==> src/rtl/drenador_salidas_pkg.sv <==
// Shared definitions for the output drain stage: FSM encoding, sizes and small helpers.
// Imported by the round-robin arbiter and by the drain top level.
package drenador_salidas_pkg;

    localparam int DRN_WIDTH = 12;
    localparam int DRN_CNT_W = 8;
    localparam int NUM_CH    = 4;
    localparam int IDX_TOTAL = 4;

    typedef enum logic [1:0] {
        IDLE = 2'd0,
        POP  = 2'd1,
        CAPT = 2'd2,
        HOLD = 2'd3
    } estado_t;

    function automatic logic [NUM_CH-1:0] one_hot(input logic [1:0] ch);
        return {{(NUM_CH-1){1'b0}}, 1'b1} << ch;
    endfunction

    // Channel indices are two bits wide, so the increment wraps 3 -> 0 by itself.
    function automatic logic [1:0] siguiente(input logic [1:0] ch);
        return ch + 2'd1;
    endfunction

endpackage

==> src/rtl/drenador_salidas_arbitro.sv <==
// Combinational round-robin grant: first non-empty FIFO at or after the pointer.
// Produces the granted channel and a flag telling whether any FIFO has data.
module arbitro_rr
    import drenador_salidas_pkg::*;
(
    input  logic [NUM_CH-1:0] fifo_empty,
    input  logic [1:0]        ptr,
    output logic [1:0]        grant,
    output logic              any_valid
);

    // Scan from the farthest offset down so the closest candidate wins last.
    always_comb begin
        grant     = ptr;
        any_valid = 1'b0;
        for (int k = NUM_CH - 1; k >= 0; k--) begin
            if (!fifo_empty[ptr + 2'(k)]) begin
                grant     = ptr + 2'(k);
                any_valid = 1'b1;
            end
        end
    end

endmodule

==> src/rtl/drenador_salidas.sv <==
// Output drain: round-robin pops of four output FIFOs onto a valid/ready link,
// with per-channel and total word counters readable through a req/idx port.
module drenador_salidas
    import drenador_salidas_pkg::*;
#(
    parameter int WIDTH = DRN_WIDTH,
    parameter int CNT_W = DRN_CNT_W
)(
    input  logic              clk,
    input  logic              reset,
    input  logic              Enable,
    input  logic [NUM_CH-1:0] fifo_empty,
    input  logic [WIDTH-1:0]  data_in_p0,
    input  logic [WIDTH-1:0]  data_in_p1,
    input  logic [WIDTH-1:0]  data_in_p2,
    input  logic [WIDTH-1:0]  data_in_p3,
    output logic [NUM_CH-1:0] pop,
    output logic [WIDTH-1:0]  data_out,
    output logic              valid_out,
    input  logic              ready_in,
    output logic [1:0]        last_ch,
    input  logic              req,
    input  logic [2:0]        idx,
    output logic [CNT_W-1:0]  salida_contador,
    output logic              valid_contador
);

    estado_t          estado;
    estado_t          estado_sig;
    logic [1:0]       ptr;
    logic [1:0]       ptr_arb;
    logic [1:0]       grant;
    logic [1:0]       grant_q;
    logic [1:0]       grant_sig;
    logic             any_valid;
    logic             handshake;
    logic [WIDTH-1:0] data_sel;
    logic [CNT_W-1:0] cnt [NUM_CH];
    logic [CNT_W-1:0] cnt_total;

    assign handshake = (estado == HOLD) && valid_out && ready_in;

    // On the handshake the next grant must already see the advanced pointer.
    assign ptr_arb = (estado == HOLD) ? siguiente(grant_q) : ptr;

    arbitro_rr u_arbitro (
        .fifo_empty (fifo_empty),
        .ptr        (ptr_arb),
        .grant      (grant),
        .any_valid  (any_valid)
    );

    always_comb begin
        estado_sig = estado;
        grant_sig  = grant_q;
        pop        = '0;
        case (estado)
            IDLE: begin
                if (Enable && any_valid) begin
                    estado_sig = POP;
                    grant_sig  = grant;
                end
            end
            POP: begin
                pop        = one_hot(grant_q);
                estado_sig = CAPT;
            end
            CAPT: begin
                estado_sig = HOLD;
            end
            HOLD: begin
                if (handshake) begin
                    if (Enable && any_valid) begin
                        estado_sig = POP;
                        grant_sig  = grant;
                    end else begin
                        estado_sig = IDLE;
                    end
                end
            end
            default: begin
                estado_sig = IDLE;
            end
        endcase
    end

    always_comb begin
        data_sel = data_in_p0;
        case (grant_q)
            2'd1:    data_sel = data_in_p1;
            2'd2:    data_sel = data_in_p2;
            2'd3:    data_sel = data_in_p3;
            default: data_sel = data_in_p0;
        endcase
    end

    always_ff @(posedge clk or negedge reset) begin
        if (!reset) begin
            estado    <= IDLE;
            grant_q   <= '0;
            ptr       <= '0;
            data_out  <= '0;
            valid_out <= 1'b0;
            last_ch   <= '0;
        end else begin
            estado  <= estado_sig;
            grant_q <= grant_sig;
            // FIFO read data is valid the cycle after the pop, i.e. during CAPT.
            if (estado == CAPT) begin
                data_out  <= data_sel;
                last_ch   <= grant_q;
                valid_out <= 1'b1;
            end else if (handshake) begin
                valid_out <= 1'b0;
                ptr       <= siguiente(grant_q);
            end
        end
    end

    always_ff @(posedge clk or negedge reset) begin
        if (!reset) begin
            for (int n = 0; n < NUM_CH; n++) begin
                cnt[n] <= '0;
            end
            cnt_total <= '0;
        end else if (handshake) begin
            cnt[grant_q] <= cnt[grant_q] + CNT_W'(1);
            cnt_total    <= cnt_total + CNT_W'(1);
        end
    end

    // Reads sample the counters before this cycle's increment lands.
    always_ff @(posedge clk or negedge reset) begin
        if (!reset) begin
            salida_contador <= '0;
            valid_contador  <= 1'b0;
        end else begin
            valid_contador <= 1'b0;
            if (req) begin
                if (idx < 3'(IDX_TOTAL)) begin
                    salida_contador <= cnt[idx[1:0]];
                    valid_contador  <= 1'b1;
                end else if (idx == 3'(IDX_TOTAL)) begin
                    salida_contador <= cnt_total;
                    valid_contador  <= 1'b1;
                end else begin
                    salida_contador <= '0;
                end
            end
        end
    end

endmodule
==> config.mk <==
export PLATFORM = sky130hd
export DESIGN_NAME = drenador_salidas
export DESIGN_NICKNAME = d
export VERILOG_FILES = /design/src/rtl/drenador_salidas_pkg.sv /design/src/rtl/drenador_salidas_arbitro.sv /design/src/rtl/drenador_salidas.sv
export SDC_FILE = /design/constraint.sdc
export NUM_CORES = 1
export LEC_CHECK = 0
export BUFFER_PORTS_ARGS = -buffer_cell sky130_fd_sc_hd__clkbuf_2
export CELL_PAD_IN_SITES_DETAIL_PLACEMENT = 0
export CELL_PAD_IN_SITES_GLOBAL_PLACEMENT = 1
export CORE_MARGIN = 2
export CORE_UTILIZATION = 30
export DETAILED_ROUTE_END_ITERATION = 8
export GPL_TIMING_DRIVEN = 0
export PLACE_DENSITY_LB_ADDON = 0.1
export SLEW_MARGIN = 0
export SYNTH_ARGS = -nofsm -noshare
export SYNTH_HDL_FRONTEND = slang
export SYNTH_SLANG_ARGS = --single-unit
==> constraint.sdc <==
create_clock -name clk -period 3.2 [get_ports clk]
set_input_delay 0.16 -clock clk [delete_from_list [all_inputs] [get_ports clk]]
set_output_delay 0.16 -clock clk [all_outputs]
set_load 0.02 [all_outputs]
== Yosys cells after proc, flatten, opt, wreduce, memory -nomap -nowiden ==
Cells that the tools add are included.

* Input bits: 60
* Flip-flop bits (word level): 70
* Word-level logic and storage cells: 92

* Shifts and indexed selects: 1
* Reduce and logical (&&, ||, !) cells: 10
* Add/sub/neg operators: 6
* Equal/unequal tests: 9
* Order comparisons: 8
* Multiplexer cells: 42
* Bitwise operators: 3

{| class="wikitable"
|+ Operators by type and width
! kind !! number
|-
| 2-to-1 mux 8 bit || 7
|-
| one-hot mux 12 bit (3 select lines) || 1
|-
| binary-select mux 8 bit (select 2 bit) || 2
|-
| bitwise mux 32 bit || 1
|-
| 2-to-1 mux 2 bit || 9
|-
| adder 8 x 1 -> 8 bit, second input constant || 2
|-
| demux 8 bit (select 2 bit) || 1
|-
| 2-to-1 mux 1 bit || 14
|-
| less-than comparator 2 x 3 -> 1 bit, second input constant || 4
|-
| binary-select mux 1 bit (select 2 bit) || 4
|-
| == test 2 bit, second input constant || 4
|-
| one-hot mux 2 bit (4 select lines) || 1
|-
| >= comparator 3 bit, second input constant || 2
|-
| inverter 2 -> 3 bit || 2
|-
| AND reduction 2 bit || 3
|-
| adder 2 x 1 -> 2 bit, second input constant || 2
|-
| adder 2 bit, second input constant || 2
|-
| == test 2 x 1 -> 1 bit, second input constant || 2
|-
| logical AND 1 bit || 4
|-
| 2-to-1 mux 4 bit || 1
|-
| != test 2 bit, second input constant || 2
|-
| one-hot mux 2 bit (2 select lines) || 1
|-
| nonzero test 2 bit || 2
|-
| << shifter 1 x 2 -> 4 bit, first input constant || 1
|-
| other kinds (5) || 5
|}

== Logic depth before layout (Yosys ltp) ==
* Word-level depth: 13
* Depth in mapped cells: 9
* Gate-level depth less buffers: 6

== Modules after synthesis ==
Synthesis repeated with hierarchy kept, for this count alone.

* Cells, all modules: 366
* Area total of the unflattened synthesis: 3813.7 sq um

{| class="wikitable"
|+ Modules (own cells, without submodules)
! module !! area each (sq um) !! instances !! cells an instance
|-
| drenador_salidas || 3726.1 || 1 || 351
|-
| arbitro_rr || 87.6 || 1 || 15
|}

== Worst setup path after synthesis ==
OpenSTA, ideal clock, no wires.

* Path kind: register to register
* Start: register grant_q[0]
* End: register cnt[14] (netlist name)
* Data arrival time: 1.930 ns
* Library setup time: 0.069 ns
* Cell stages (with the launch flop): 8
* Data required time: 3.131 ns
* Path buffers: 2
* Slack: 1.201 ns
* Clock period less this slack: 1.999 ns
* Cells stage by stage: dfrtp_1 -> buf_6 -> buf_8 -> mux4_2 -> ha_1 -> inv_1 -> or4_1 -> nand3_1

* Cells in the longest elaborated chain, start to end: 6
* Elaborated cells between the ends (all ways): 11

{| class="wikitable"
|+ Ends and longest elaborated chain
! what !! RTL line !! text
|-
| from (decl) || drenador_salidas.sv:33 || <nowiki>logic [1:0] grant_q;</nowiki>
|-
| from (signal assigned) || drenador_salidas.sv:107 || <nowiki>grant_q <= grant_sig;</nowiki>
|-
| inverter 2 -> 3 bit (implied by the code) (*) || drenador_salidas.sv:127 || <nowiki>cnt[grant_q] <= cnt[grant_q] + CNT_W'(1);</nowiki>
|-
| binary-select mux 8 bit (select 2 bit), or another cell as far along || drenador_salidas.sv:127 ||
|-
| 2-to-1 mux 8 bit (implied by the code) or logical AND 1 bit (tied branches) || drenador_salidas.sv:127 ||
|-
| 2-to-1 mux 8 bit (implied by the code) || drenador_salidas.sv:127 ||
|-
| adder 8 x 1 -> 8 bit or demux 8 bit (select 2 bit) (tied branches) || drenador_salidas.sv:127 ||
|-
| bitwise mux 32 bit (*) || drenador_salidas.sv:127 ||
|-
| to (signal, indexed assignment) || drenador_salidas.sv:127 ||
|-
| to (decl) || drenador_salidas.sv:38 || <nowiki>logic [CNT_W-1:0] cnt [NUM_CH];</nowiki>
|}

Mark *: on every way between the ends. The rest lies on a longest branch, timed or not. The select of a mux whose other input is x is not followed.
A chain may end at the register's enable or synchronous reset.

== Worst setup path after layout ==
* Start: register grant_q[1]
* End: output pop[0]

* Cells in the longest elaborated chain, start to end: 2

{| class="wikitable"
|+ Ends and longest elaborated chain
! what !! RTL line !! text
|-
| << shifter 1 x 2 -> 4 bit || drenador_salidas_pkg.sv:18 || <nowiki>return {{(NUM_CH-1){1'b0}}, 1'b1} << ch;</nowiki>
|-
| 2-to-1 mux 4 bit || drenador_salidas.sv:57 || <nowiki>case (estado)</nowiki>
|-
| to (decl) || drenador_salidas.sv:17 || <nowiki>output logic [NUM_CH-1:0] pop,</nowiki>
|}

Every way passes these cells.

==> metrics <==
setup TNS 0 ns; Req. time, crit path 3.04 ns; Initial Utilization 30.6%; worst skew pair latency 0.34 ns; most area-hungry cell type in the Yosys netlist dfrtp_1; Final Worst Setup Slack 0.682 ns; CTS Buf Count 9; outcome finished, final reports clean; HPWL after DPL 7680 um; post-synth top area share 45.6%; Min-Delay Path Class in2reg; fin crit share 78.7%; GRT Total Usage 15.9%; Min Clock Period, post-route 2.52 ns; CP most frequent cell clkbuf_1; Max-slew headroom 46.3%; Area Overhead vs Synth 25.0%; CTS Sinks 70; Crit path arrival time 2.36 ns; # Post-CTS Setup Buffers 0; Slew @ Worst Pin 0.806 ns; vias in the first global route 2967; fmax 397 MHz; RSZ-0062 raised after global routing false; Sw Ratio 38.9%; ranking of synthesized cells by area dfrtp_1 46%, mux4_2 6.5%, nand2_1 5.3%; Pre-antenna DRT Iters 5; combinational share of power 43.2%; part of the power in registers 33.2%; power per cell area 878 nW/um2; ant diodes 0; number of vias per cell 5.00; Crit. End Element output pin; switching pwr 1.64 mW; Post-synth EDFFs 0; Synth Warn # 0; crit path cell chain buf_2 > inv_1 > ha_1 > clkbuf_1 > clkbuf_1 > and2_1 > clkbuf_2; vias 3193; Placed Area 4500 um2; Residual DRC 0; Worst R2R Path Depth 7; Die Span X 117 um; initial antenna violation count 0; CTS tree built; Worst setup SP type flop; DRT iter0 DRCs 194; Cells after Synth 365; Crit Path Category reg2out; FFs w/ async S/R, synth 100%; most common cell in the netlist dfrtp_1; fraction of layout cells with a size suffix above 1 29.4%; I/O pin count 88; Post-Synthesis Cell Area 3840 um2; Fin. Hold Viols 0; Place WS 0.828 ns; flops & latches, synth 70; Worst VDD drop 0.302 mV; CP max FO 10; P_int 2.57 mW; count of different cell masters after synthesis 46; Lkg Pwr 2.20 nW; Root Buffer Master clkbuf_16; Routed WL 10400 um; Post-synth top cells 70 x dfrtp_1, 54 x nand2_1, 33 x nor2_1, 31 x o21ai_0; GRT overflow 0; Placed Cells 622; CP max-delay cell dfrtp_1; core region area 12600 um2; Finish-stage setup viols 0; CTS H-tree depth 3; fin. max-slew vios 0; syn avg cell area 10.5 um2; Clk pwr share 23.6%; Post-DRT Antenna Nets 0; CTS Buffer Depth 2; syn_nets 436; post-synthesis sequential area ratio 45.6%; Max Cap Violations 0; first-pass GRT wire length 16300 um; Port-buffer cells 84; Reg clk slew, reported paths 0.05 ns; Post-synth top flop dfrtp_1; Power, Total 4.21 mW; FP Rows 41; Final Net Count 533; largest net degree at the start of global routing 42; crit-path max cell delay 0.45 ns; Hold Path Depth 3; clock skew 0.00662 ns; fillers 1312; final cell count without fillers 638; GP Congestion 0.707; final instance area 4800 um2; die height 117 um; WL/cell 16.3 um; total die area 13700 um2
[worst max-delay path: cells and delay by family (launching register included)]
family,cells,cell delay [ns]
buffers and inverters,5,1.24
adder cells (fa/ha/maj),1,0.14
flip-flops,1,0.45
AND/OR/NAND/NOR,1,0.18
[cell families (layout without fill, tap and decap cells)]
group,count (synthesis),in the layout,share of synthesized area (%)
compound gates,81,81,14.5
flops,70,70,45.6
mux,34,34,15.1
buf+inv,33,134,3.78
simple gates,126,126,15.2
fa+ha+maj,11,11,3.58
xor+xnor,10,10,2.28
[power groups by stage]
stage / clock network, mW / registers, mW / logic, mW
after CTS: 1.03 / 1.40 / 1.85
after detailed placement: 0 / 1.41 / 1.84
after global placement: 0 / 1.40 / 1.82
after floorplan: 0 / 1.48 / 1.19
final: 0.992 / 1.40 / 1.82
after global routing: 1.06 / 1.45 / 2.02
[through the flow]
| step | hold WS, ns | utilization [%] |
|---|---|---|
| final | 0.114 | 38.2 |
| after global routing | 0.133 | 38.2 |
| after CTS | 0.0988 | 38.2 |
| after detailed placement | 0.172 | 35.8 |
| after global placement | 0.449 | 35.6 |
| after floorplan | -0.136 | - |
[worst paths after layout]
kind	end	from	slack (ns)
worst max-delay path	pop[0]	grant_q[1]	0.68
worst min-delay path	valid_out	ready_in	0.11
worst max register to register	data_out[9]	grant_q[1]	0.87
worst min register to register	cnt_total[7]	cnt_total[7]	0.47
max in group asynchronous	valid_out	reset	2.28
min in group asynchronous	cnt[19]	reset	0.34
[layer usage]
| metal | global-route usage, % | up-vias | wire length (um) |
|---|---|---|---|
| met5 | 0 | - | 0 |
| met4 | 7.14 | 0 | 233 |
| met3 | 2.78 | 16 | 289 |
| met2 | 24.4 | 61 | 5030 |
| met1 | 22.2 | 1582 | 4870 |
| li1 | - | 1534 | - |
[timing repair]
item                                   in CTS  in global routing
endpoints found under the hold margin      29                  0
gates resized for setup                     0                  0
hold buffers                                1                  0
[cells in the final DEF (no fill, tap or decap), drive strengths merged, types with 2 or more instances in the layout]
cell / n
and3: 2
dfrtp: 70
xor2: 5
a21oi: 4
clkbuf: 112
and2: 9
or4: 3
inv: 8
a31oi: 12
mux2: 17
nand3: 12
mux4: 16
o31ai: 2
a222oi: 12
nand4: 2
nand2b: 2
nor2: 33
buf: 7
a221oi: 8
nor3: 2
o21ai: 32
nand2: 54
clkinv: 4
ha: 11
o211ai: 4
nor2b: 2
xnor2: 5
or3: 4
[area by class of cell]
| class | instances | area [um2] | share of cell area, % |
|---|---|---|---|
| clock buffer | 11 | 243 | 5.06 |
| tap | 172 | 215 | 4.49 |
| clock inverter | 4 | 47.5 | 0.991 |
| inverter | 10 | 37.5 | 0.782 |
| multi-input combinational | 262 | 1940 | 40.5 |
| sequential | 70 | 1750 | 36.5 |
| timing repair buffer | 86 | 453 | 9.44 |
| buffer | 23 | 108 | 2.24 |
[sequential cells by signal, summed over array words and instances, names as in the netlist]
register	count
cnt_total	8
ptr	2
grant_q	2
data_out	12
valid_out	1
last_ch	2
estado	2
valid_contador	1
salida_contador	8
cnt	32
(Power assumes the default switching activity.)
